<file path="src/rtl/pll_pkg.sv">
// Shared types and constants for the PLL configuration sequencer.
// Holds the sequencer state encoding and the reference register profile.
package pll_pkg;

    localparam int PLL_WORD_W     = 32;
    localparam int PLL_DEF_NWORDS = 6;

    typedef enum logic [2:0] {
        S_IDLE,
        S_READ,
        S_ISSUE,
        S_WAIT_DONE,
        S_SETTLE,
        S_WAIT_LOCK,
        S_DONE,
        S_FAIL
    } pll_state_e;

    // Index 0 is the last word written; index NWORDS-1 goes out first.
    localparam logic [PLL_WORD_W-1:0] PLL_DEF_PROFILE [PLL_DEF_NWORDS] = '{
        32'h0000_0000, 32'h0800_8011, 32'h1900_8E42,
        32'h0000_04B3, 32'h009C_803C, 32'h0058_0005
    };

endpackage

</file>
<file path="src/rtl/pll_lock_qualifier.sv">
// Synchronizes the asynchronous lock detect and qualifies it: lock_ok after
// LOCK_STABLE consecutive high cycles, timeout after LOCK_TO enabled cycles.
module pll_lock_qualifier #(
    parameter int LOCK_TO     = 65535,
    parameter int LOCK_STABLE = 16
) (
    input  logic clk,
    input  logic rst,
    input  logic clr,
    input  logic en,
    input  logic lock_det,
    output logic lock_ok,
    output logic timeout
);
    localparam int SW = $clog2(LOCK_STABLE + 1);
    localparam int TW = $clog2(LOCK_TO + 1);

    logic [1:0]    sync_q;
    logic          lock_s;
    logic [SW-1:0] stable_q, stable_d;
    logic [TW-1:0] to_q, to_d;

    assign lock_s = sync_q[1];

    always_ff @(posedge clk) begin
        if (rst) begin
            sync_q   <= '0;
            stable_q <= '0;
            to_q     <= '0;
        end else begin
            sync_q   <= {sync_q[0], lock_det};
            stable_q <= stable_d;
            to_q     <= to_d;
        end
    end

    // Both counters saturate so they never wrap while the FSM is deciding.
    always_comb begin
        stable_d = stable_q;
        to_d     = to_q;
        if (clr) begin
            stable_d = '0;
            to_d     = '0;
        end else if (en) begin
            if (!lock_s)
                stable_d = '0;
            else if (stable_q != SW'(LOCK_STABLE))
                stable_d = stable_q + 1'b1;
            if (to_q != TW'(LOCK_TO - 1))
                to_d = to_q + 1'b1;
        end
    end

    assign lock_ok = en && lock_s && (stable_q == SW'(LOCK_STABLE - 1));
    assign timeout = en && (to_q == TW'(LOCK_TO - 1));

endmodule

</file>
<file path="src/rtl/pll_config_sequencer.sv">
// Streams a stored register profile to the serial PLL writer, waits for the
// PLL to settle and lock, and retries the whole profile on lock timeout.
module pll_config_sequencer
    import pll_pkg::*;
#(
    parameter int NPROF       = 4,
    parameter int NWORDS      = 6,
    parameter int SETTLE_CYC  = 1000,
    parameter int LOCK_TO     = 65535,
    parameter int LOCK_STABLE = 16,
    parameter int MAX_RETRY   = 3
) (
    input  logic                                clk,
    input  logic                                rst,
    input  logic                                start,
    input  logic [$clog2(NPROF)-1:0]            profile_sel,
    input  logic                                cfg_we,
    input  logic [$clog2(NPROF*NWORDS)-1:0]     cfg_addr,
    input  logic [PLL_WORD_W-1:0]               cfg_wdata,
    output logic                                wr_valid,
    output logic [PLL_WORD_W-1:0]               wr_data,
    input  logic                                wr_ready,
    input  logic                                wr_done,
    input  logic                                lock_det,
    output logic                                busy,
    output logic                                done,
    output logic                                locked,
    output logic                                error,
    output logic [$clog2(MAX_RETRY+1)-1:0]      retry_cnt
);
    localparam int DEPTH = NPROF * NWORDS;
    localparam int PW    = $clog2(NPROF);
    localparam int AW    = $clog2(DEPTH);
    localparam int WW    = $clog2(NWORDS);
    localparam int RW    = $clog2(MAX_RETRY + 1);
    localparam int CW    = $clog2(SETTLE_CYC + 1);

    pll_state_e      state_q, state_d;
    logic [PW-1:0]   prof_q, prof_d;
    logic [WW-1:0]   word_q, word_d;
    logic [RW-1:0]   retry_q, retry_d;
    logic [CW-1:0]   settle_q, settle_d;
    logic            locked_q, locked_d;
    logic            error_q, error_d;
    logic            done_q, done_d;
    logic            busy_w;
    logic            lock_ok, timeout;

    logic [PLL_WORD_W-1:0] mem [DEPTH];
    logic [PLL_WORD_W-1:0] rdata_q;
    logic [AW-1:0]         rd_addr;

    assign busy_w  = !(state_q inside {S_IDLE, S_DONE, S_FAIL});
    assign rd_addr = AW'(int'(prof_q) * NWORDS + int'(word_q));

    // Table writes are locked out while a sequence runs so the active profile stays stable.
    always_ff @(posedge clk) begin
        if (cfg_we && !busy_w)
            mem[cfg_addr] <= cfg_wdata;
    end

    always_ff @(posedge clk) begin
        if (rst)
            rdata_q <= '0;
        else if (state_q == S_READ)
            rdata_q <= mem[rd_addr];
    end

    pll_lock_qualifier #(
        .LOCK_TO    (LOCK_TO),
        .LOCK_STABLE(LOCK_STABLE)
    ) u_lockq (
        .clk     (clk),
        .rst     (rst),
        .clr     (state_q == S_SETTLE),
        .en      (state_q == S_WAIT_LOCK),
        .lock_det(lock_det),
        .lock_ok (lock_ok),
        .timeout (timeout)
    );

    always_ff @(posedge clk) begin
        if (rst) begin
            state_q  <= S_IDLE;
            prof_q   <= '0;
            word_q   <= '0;
            retry_q  <= '0;
            settle_q <= '0;
            locked_q <= 1'b0;
            error_q  <= 1'b0;
            done_q   <= 1'b0;
        end else begin
            state_q  <= state_d;
            prof_q   <= prof_d;
            word_q   <= word_d;
            retry_q  <= retry_d;
            settle_q <= settle_d;
            locked_q <= locked_d;
            error_q  <= error_d;
            done_q   <= done_d;
        end
    end

    always_comb begin
        state_d  = state_q;
        prof_d   = prof_q;
        word_d   = word_q;
        retry_d  = retry_q;
        settle_d = settle_q;
        locked_d = locked_q;
        error_d  = error_q;
        done_d   = 1'b0;
        case (state_q)
            S_IDLE, S_DONE, S_FAIL: begin
                if (start) begin
                    state_d  = S_READ;
                    prof_d   = profile_sel;
                    word_d   = WW'(NWORDS - 1);
                    retry_d  = '0;
                    locked_d = 1'b0;
                    error_d  = 1'b0;
                end
            end
            S_READ: state_d = S_ISSUE;
            S_ISSUE: begin
                if (wr_ready)
                    state_d = S_WAIT_DONE;
            end
            S_WAIT_DONE: begin
                if (wr_done) begin
                    if (word_q == '0) begin
                        state_d  = S_SETTLE;
                        settle_d = CW'(SETTLE_CYC - 1);
                    end else begin
                        word_d  = word_q - 1'b1;
                        state_d = S_READ;
                    end
                end
            end
            S_SETTLE: begin
                if (settle_q == '0)
                    state_d = S_WAIT_LOCK;
                else
                    settle_d = settle_q - 1'b1;
            end
            S_WAIT_LOCK: begin
                // Qualification takes priority over a coincident timeout.
                if (lock_ok) begin
                    state_d  = S_DONE;
                    done_d   = 1'b1;
                    locked_d = 1'b1;
                end else if (timeout) begin
                    if (retry_q < RW'(MAX_RETRY)) begin
                        retry_d = retry_q + 1'b1;
                        word_d  = WW'(NWORDS - 1);
                        state_d = S_READ;
                    end else begin
                        state_d = S_FAIL;
                        error_d = 1'b1;
                    end
                end
            end
            default: state_d = S_IDLE;
        endcase
    end

    assign wr_valid  = (state_q == S_ISSUE);
    assign wr_data   = rdata_q;
    assign busy      = busy_w;
    assign done      = done_q;
    assign locked    = locked_q;
    assign error     = error_q;
    assign retry_cnt = retry_q;

endmodule

</file>
<file path="config.mk">
export PLATFORM = sky130hd
export DESIGN_NAME = pll_config_sequencer
export DESIGN_NICKNAME = d
export VERILOG_FILES = /design/src/rtl/pll_pkg.sv /design/src/rtl/pll_lock_qualifier.sv /design/src/rtl/pll_config_sequencer.sv
export SDC_FILE = /design/constraint.sdc
export NUM_CORES = 1
export LEC_CHECK = 0
export CELL_PAD_IN_SITES_DETAIL_PLACEMENT = 0
export CELL_PAD_IN_SITES_GLOBAL_PLACEMENT = 2
export CORE_UTILIZATION = 25
export CTS_CLUSTER_SIZE = 20
export DETAILED_ROUTE_END_ITERATION = 16
export PLACE_DENSITY = 0.52
export SLEW_MARGIN = 30
export SYNTH_ARGS = -nofsm -noshare
export SYNTH_HDL_FRONTEND = slang
export SYNTH_SLANG_ARGS = --single-unit
</file>
<file path="constraint.sdc">
create_clock -name clk -period 4.3 [get_ports clk]
set_input_delay 0.86 -clock clk [delete_from_list [all_inputs] [get_ports clk]]
set_output_delay 0.86 -clock clk [all_outputs]
set_load 0.02 [all_outputs]
</file>
## Word-level counts from Yosys, hierarchy flattened

Memories as Yosys holds them, arrays and structs flattened. A register that Yosys moved wholly into a read port is not among the register bits.
Cells that the tools add are included.

| storage, ports and cells | value |
|---|---|
| register bits | 46 |
| bits in writable memories | 768 |
| input port bits | 46 |
| output and inout bits | 39 |
| memories | 1 |

| cells by class | value |
|---|---|
| $add $sub $neg | 6 |
| multipliers | 1 |
| magnitude comparators | 1 |
| equal/unequal tests | 25 |
| mux-type cells | 37 |
| bitwise operators | 1 |
| reduce and logical (&&, ||, !) cells | 24 |

Memory list:

| memory | depth | width | read ports | clocked after memory_dff | write ports | line | text |
|---|---|---|---|---|---|---|---|
| mem | 24 | 32 | 1 | 1 | 1 | pll_config_sequencer.sv:49 | `logic [PLL_WORD_W-1:0] mem [DEPTH];` |

Operator list:

| cell | number |
|---|---|
| 3-bit 2-to-1 mux | 14 |
| 10-bit 2-to-1 mux | 3 |
| 2-bit != test (second input constant) | 12 |
| 10-bit one-hot mux with 2 select lines | 1 |
| 3-bit one-hot mux with 6 select lines | 1 |
| 16-bit by 1-bit adder with 16-bit output (second input constant) | 1 |
| 16-bit == test (second input constant) | 1 |
| 16-bit != test (second input constant) | 1 |
| 5-bit AND reduction | 3 |
| 3-bit == test (second input constant) | 4 |
| 10-bit logical NOT | 1 |
| 5-bit 2-to-1 mux | 2 |
| 10-bit by 1-bit subtractor with 10-bit output (second input constant) | 1 |
| 3-bit one-hot mux with 3 select lines | 1 |
| 1-bit 2-to-1 mux | 8 |
| 2-bit 2-to-1 mux | 4 |
| 7-bit AND reduction | 1 |
| 3-bit by 2-bit == test with 1-bit output (second input constant) | 2 |
| 3-bit logical NOT | 2 |
| 2-bit AND reduction | 3 |
| 3-bit nonzero test | 2 |
| 5-bit by 1-bit adder with 5-bit output (second input constant) | 1 |
| 5-bit by 3-bit adder with 5-bit output | 1 |
| 5-bit by 4-bit == test with 1-bit output (second input constant) | 1 |
| other kinds (18) | 24 |

## Longest topological paths before layout

| logic depth | value |
|---|---|
| depth after elaboration | 5 |
| depth in mapped cells | 12 |
| mapped depth without buffers | 9 |

## Cells and area by module

From an unflattened synthesis, not the netlist that was laid out.

| unflattened totals | value |
|---|---|
| cell total of the unflattened synthesis | 1669 |
| area total of the unflattened synthesis | 32805.2 um2 |

By module, submodules not included:

| module | times used | cells an instance | area each (um2) |
|---|---|---|---|
| pll_config_sequencer | 1 | 1529 | 31617.8 |
| pll_lock_qualifier | 1 | 140 | 1187.4 |

## Worst setup path after synthesis

No wires, ideal clock.

| timing path | value |
|---|---|
| path kind | register -> register |
| from | register state_q[2] |
| to | memory mem[9][0], enable pin |
| setup time | 0.421 ns |
| data arrival time | 2.819 ns |
| required time | 3.879 ns |
| path slack | 1.060 ns |
| stages on the path, launching flop included | 8 |
| path buffers | 1 |
| clock period less this slack | 3.240 ns |
| path through | dfxtp_1 > buf_4 > nor3_1 > a21o_1 > inv_1 > nor2_1 > nand4b_1 > nor2_1 |

| between the ends | value |
|---|---|
| cells in the longest elaborated chain, start to end | 5 |
| elaborated cells between the ends (all ways) | 7 |
| classes of those cells | eq/ne: 2; mux: 2; reduce/logical: 3 |

Ends and longest elaborated chain:

| item | line | text |
|---|---|---|
| start, declared | pll_config_sequencer.sv:38 | `pll_state_e state_q, state_d;` |
| start signal, assigned | pll_config_sequencer.sv:93 | `state_q <= state_d;` |
| 3-bit == test / 3-bit logical NOT (equally long branches) | pll_config_sequencer.sv:53 | `assign busy_w = !(state_q inside {S_IDLE, S_DONE, S_FAIL});` |
| 3-bit nonzero test (*) | pll_config_sequencer.sv:53 |  |
| 1-bit logical AND (*) | pll_config_sequencer.sv:58 | `if (cfg_we && !busy_w)` |
| 1-bit 2-to-1 mux (*) | pll_config_sequencer.sv:58 |  |
| 1-bit 2-to-1 mux (implied by the code) (*) | pll_config_sequencer.sv:59 | `mem[cfg_addr] <= cfg_wdata;` |
| end, declared | pll_config_sequencer.sv:49 |  |

Mark *: on every way between the ends. The rest lies on a longest branch, timed or not.

## Worst setup path in the final report

| timing path | value |
|---|---|
| from | register state_q[1] |
| to | output port wr_valid |

| between the ends | value |
|---|---|
| cells in the longest elaborated chain, start to end | 1 |

Ends and longest elaborated chain:

| item | line | text |
|---|---|---|
| 3-bit by 2-bit == test with 1-bit output | pll_config_sequencer.sv:167 | `assign wr_valid = (state_q == S_ISSUE);` |
| end, declared | pll_config_sequencer.sv:20 | `output logic wr_valid,` |

No other way between the ends.

==> results.rst <==
.. list-table::
   :header-rows: 1

   * - Metric
     - Value
   * - H-Tree Depth
     - 3
   * - Number of clock sinks seen by CTS
     - 846
   * - Number of DRC violations after detailed-routing iteration 0
     - 1289
   * - Number of failing hold endpoints at the final stage
     - 0
   * - Effective utilization at floorplan
     - 0.253
   * - Max-slew violations
     - 0
   * - Via/cell ratio
     - 4.59
   * - Final GP Congestion
     - 0.714
   * - Final clock period utilization by the worst path
     - 0.801
   * - Standard-cell rows
     - 132
   * - Share of total power in the clock network
     - 0.370
   * - Quantity of I/O buffers inserted on ports
     - 84
   * - Post-detailed-route wirelength per cell
     - 25.1 um
   * - Number of enable flip-flop cells after synthesis
     - 768
   * - Setup repair after global routing missed its margin
     - false
   * - Switching power total
     - 0.00614 W
   * - Via count of the first global-routing pass
     - 17500
   * - Post-synthesis to final-layout area growth
     - 20.4%
   * - CP Capture Type
     - output port
   * - Die Outline Area
     - 0.133 mm2
   * - Power Density
     - 566 mW/mm2
   * - Clock insertion delay at the later pin of the skew report
     - 0.67 ns
   * - Register area share after synthesis
     - 0.750
   * - WP data required
     - 3.44 ns
   * - Count of non-filler cells in the finished layout
     - 3621
   * - Wire length of the first global-routing pass
     - 130000 um
   * - Final #Nets
     - 1861
   * - Synthesized Nets
     - 1708
   * - Mean instance size in the synthesized netlist
     - 19.9 um2
   * - Final Util
     - 0.304
   * - Number of instances in the synthesized netlist
     - 1647
   * - Worst Path Max Fanout
     - 20
   * - Die Y-Extent
     - 365 um
   * - Unique cell type count in the Yosys netlist
     - 65
   * - Share of final-layout standard cells stronger than drive strength 1
     - 0.244
   * - CTS Buf Count
     - 93
   * - Worst-Margin Slew
     - 0.985 ns
   * - Fraction of power consumed by sequential logic
     - 0.422
   * - Area of the core region
     - 0.130 mm2
   * - Max transition margin
     - 0.341
   * - Clock slew seen by the registers of the worst setup and hold paths
     - 0.05 ns
   * - Max VDD drop
     - 0.444 mV
   * - Maximum number of pins on one net before global-route repair
     - 68
   * - Cell-by-cell listing of the critical path
     - inv_1 > nor3_1 > clkdlybuf4s50_1
   * - Internal power component
     - 0.0162 W
   * - Fillers
     - 12600
   * - Number of primary I/O pins
     - 85
   * - Antenna diode instance count
     - 0
   * - DIE WIDTH
     - 365 um
   * - Post-synth ARST share
     - 0
   * - Worst Path Class, Setup
     - flop to output port
   * - Max cap viols
     - 0
   * - Final wirelength
     - 90800 um
   * - Proportion of power drawn by combinational gates
     - 0.209
   * - Placed insts
     - 3447
   * - Result of the run
     - completed
   * - Number of antenna violations at the first check in global routing
     - 4
   * - Critical path's largest stage delay
     - 0.71 ns
   * - Worst path arrival time
     - 2.58 ns
   * - Hold Path Stages
     - 1
   * - Count of unresolved DRC violations after routing
     - 0
   * - Class of the most critical hold timing path
     - flop to flop
   * - Commonest non-fill, non-tap cell in the layout
     - sky130_fd_sc_hd__edfxtp_1
   * - Final worst slack
     - 0.857 ns
   * - Post-synthesis sequential element count
     - 846
   * - Commonest cells after routing, fill and taps aside
     - sky130_fd_sc_hd__edfxtp_1, sky130_fd_sc_hd__mux4_2, sky130_fd_sc_hd__clkbuf_16
   * - Highest clock frequency the design can meet
     - 290 MHz
   * - Remaining global-route overflow
     - 0
   * - Synth Cell Area
     - 0.0329 mm2
   * - Antenna Nets Post-Route
     - 0
   * - Dominant synthesized flop cell
     - sky130_fd_sc_hd__edfxtp_1
   * - Count of yosys warnings during synthesis
     - 0
   * - Post-layout minimum cycle time
     - 3.44 ns
   * - Via total after detailed routing
     - 16600
   * - Max Root-Sink Buffers
     - 3
   * - Switching share of power
     - 0.274
   * - P_leak
     - 12.2 nW
   * - Final sum of negative setup slack
     - 0 ns
   * - Clock Root Buffer
     - sky130_fd_sc_hd__clkbuf_16
   * - Gates resized, CTS repair
     - 0
   * - Worst slack at placement
     - 0.918 ns
   * - Sort of element at the start of the critical path
     - flop
   * - Number of cells on the worst reg-to-reg path
     - 9
   * - Clock Skews
     - 0.0547 ns
   * - Number of detailed-route iterations in the first pass
     - 7
   * - Overall global routing resource usage
     - 0.138
   * - Buffers inserted during post-CTS setup optimization
     - 0
   * - CTS tree
     - built
   * - Crit path max-delay cell type
     - sky130_fd_sc_hd__clkdlybuf4s50_1
   * - Total half-perimeter wirelength after legalization and detailed placement
     - 49900 um
   * - Finish-stage setup viols
     - 0
   * - Number of buffers added to fix hold violations after cts
     - 0
==> cell type report <==
cell class,count,area [um2],area share
Clock buffer,107,2440,0.0617
Multi-Input combinational cell,691,7910,0.200
Clock inverter,67,737,0.0186
Timing Repair Buffer,147,1590,0.0401
Sequential cell,846,24600,0.623
Tap cell,1742,2180,0.0551
Inverter,21,78.8,0.00199
==> cells by family after synthesis <==
group,Yosys count,share of synthesized area
buf+inv,110,0.0166
simple gates,230,0.0330
flops,846,0.750
fa+ha+maj,15,0.00594
compound gates,167,0.0373
xor+xnor,18,0.00480
mux,261,0.153
==> power by group through the flow <==
stage | registers, W | clock network (W) | logic [W]
finish | 0.00944 | 0.00828 | 0.00467
global route | 0.00947 | 0.00881 | 0.00503
CTS | 0.00946 | 0.00849 | 0.00479
detailed placement | 0.00963 | 0 | 0.00478
global placement | 0.00963 | 0 | 0.00478
floorplan | 0.00957 | 0 | 0.00312
==> path summary, 6_finish.rpt <==
| check | startpoint | to | slack (ns) |
|---|---|---|---|
| worst max register to register | prof_q[0] | wr_data[28] | 1.08 |
| worst max-delay path | state_q[1] | wr_valid | 0.86 |
| worst min register to register | u_lockq.sync_q[0] | u_lockq.sync_q[1] | 0.45 |
| worst min-delay path | u_lockq.sync_q[0] | u_lockq.sync_q[1] | 0.45 |
==> cell usage after synthesis (all sizes together), types with 21 or more instances <==
master  number  area share
a21oi       25      0.0039
a22oi       26      0.0059
clkbuf      29      0.0033
nor2        63      0.0072
nand2       88       0.010
buf         60       0.011
edfxtp     768        0.70
inv         21      0.0024
dfxtp       78       0.048
a31oi       35      0.0071
a22o        29      0.0077
mux2i       63       0.019
mux4       192        0.13
==> per-stage QoR <==
stage / cell area (um2) / power [W] / hold slack (ns)
floorplan: 32900 / 0.0127 / 0.414
CTS: 39600 / 0.0227 / 0.458
global placement: 36400 / 0.0144 / 0.448
global route: 39600 / 0.0233 / 0.481
finish: 39600 / 0.0224 / 0.454
detailed placement: 36400 / 0.0144 / 0.428
==> flip-flops by register name, summed over array words and instances (netlist names) <==
signal / count
mem: 768
wr_data: 32
u_lockq.to_q: 16
settle_q: 10
u_lockq.stable_q: 5
state_q: 3
word_q: 3
prof_q: 2
retry_cnt: 2
u_lockq.sync_q: 2
done: 1
error: 1
locked: 1
==> routing by layer <==
layer	vias up	part of all wire	GRT usage
li1	7106	-	-
met1	9041	0.46	0.190
met2	343	0.48	0.224
met3	129	0.042	0.0250
met4	4	0.019	0.0315
met5	-	0.00023	0
==> critical path, delay by kind of cell, from the launching register on <==
family | cells | cell delay (ns)
buf+inv | 2 | 0.97
flops | 1 | 0.68
simple gates | 1 | 0.30
No activity file was read; power rests on OpenSTA's default activity.
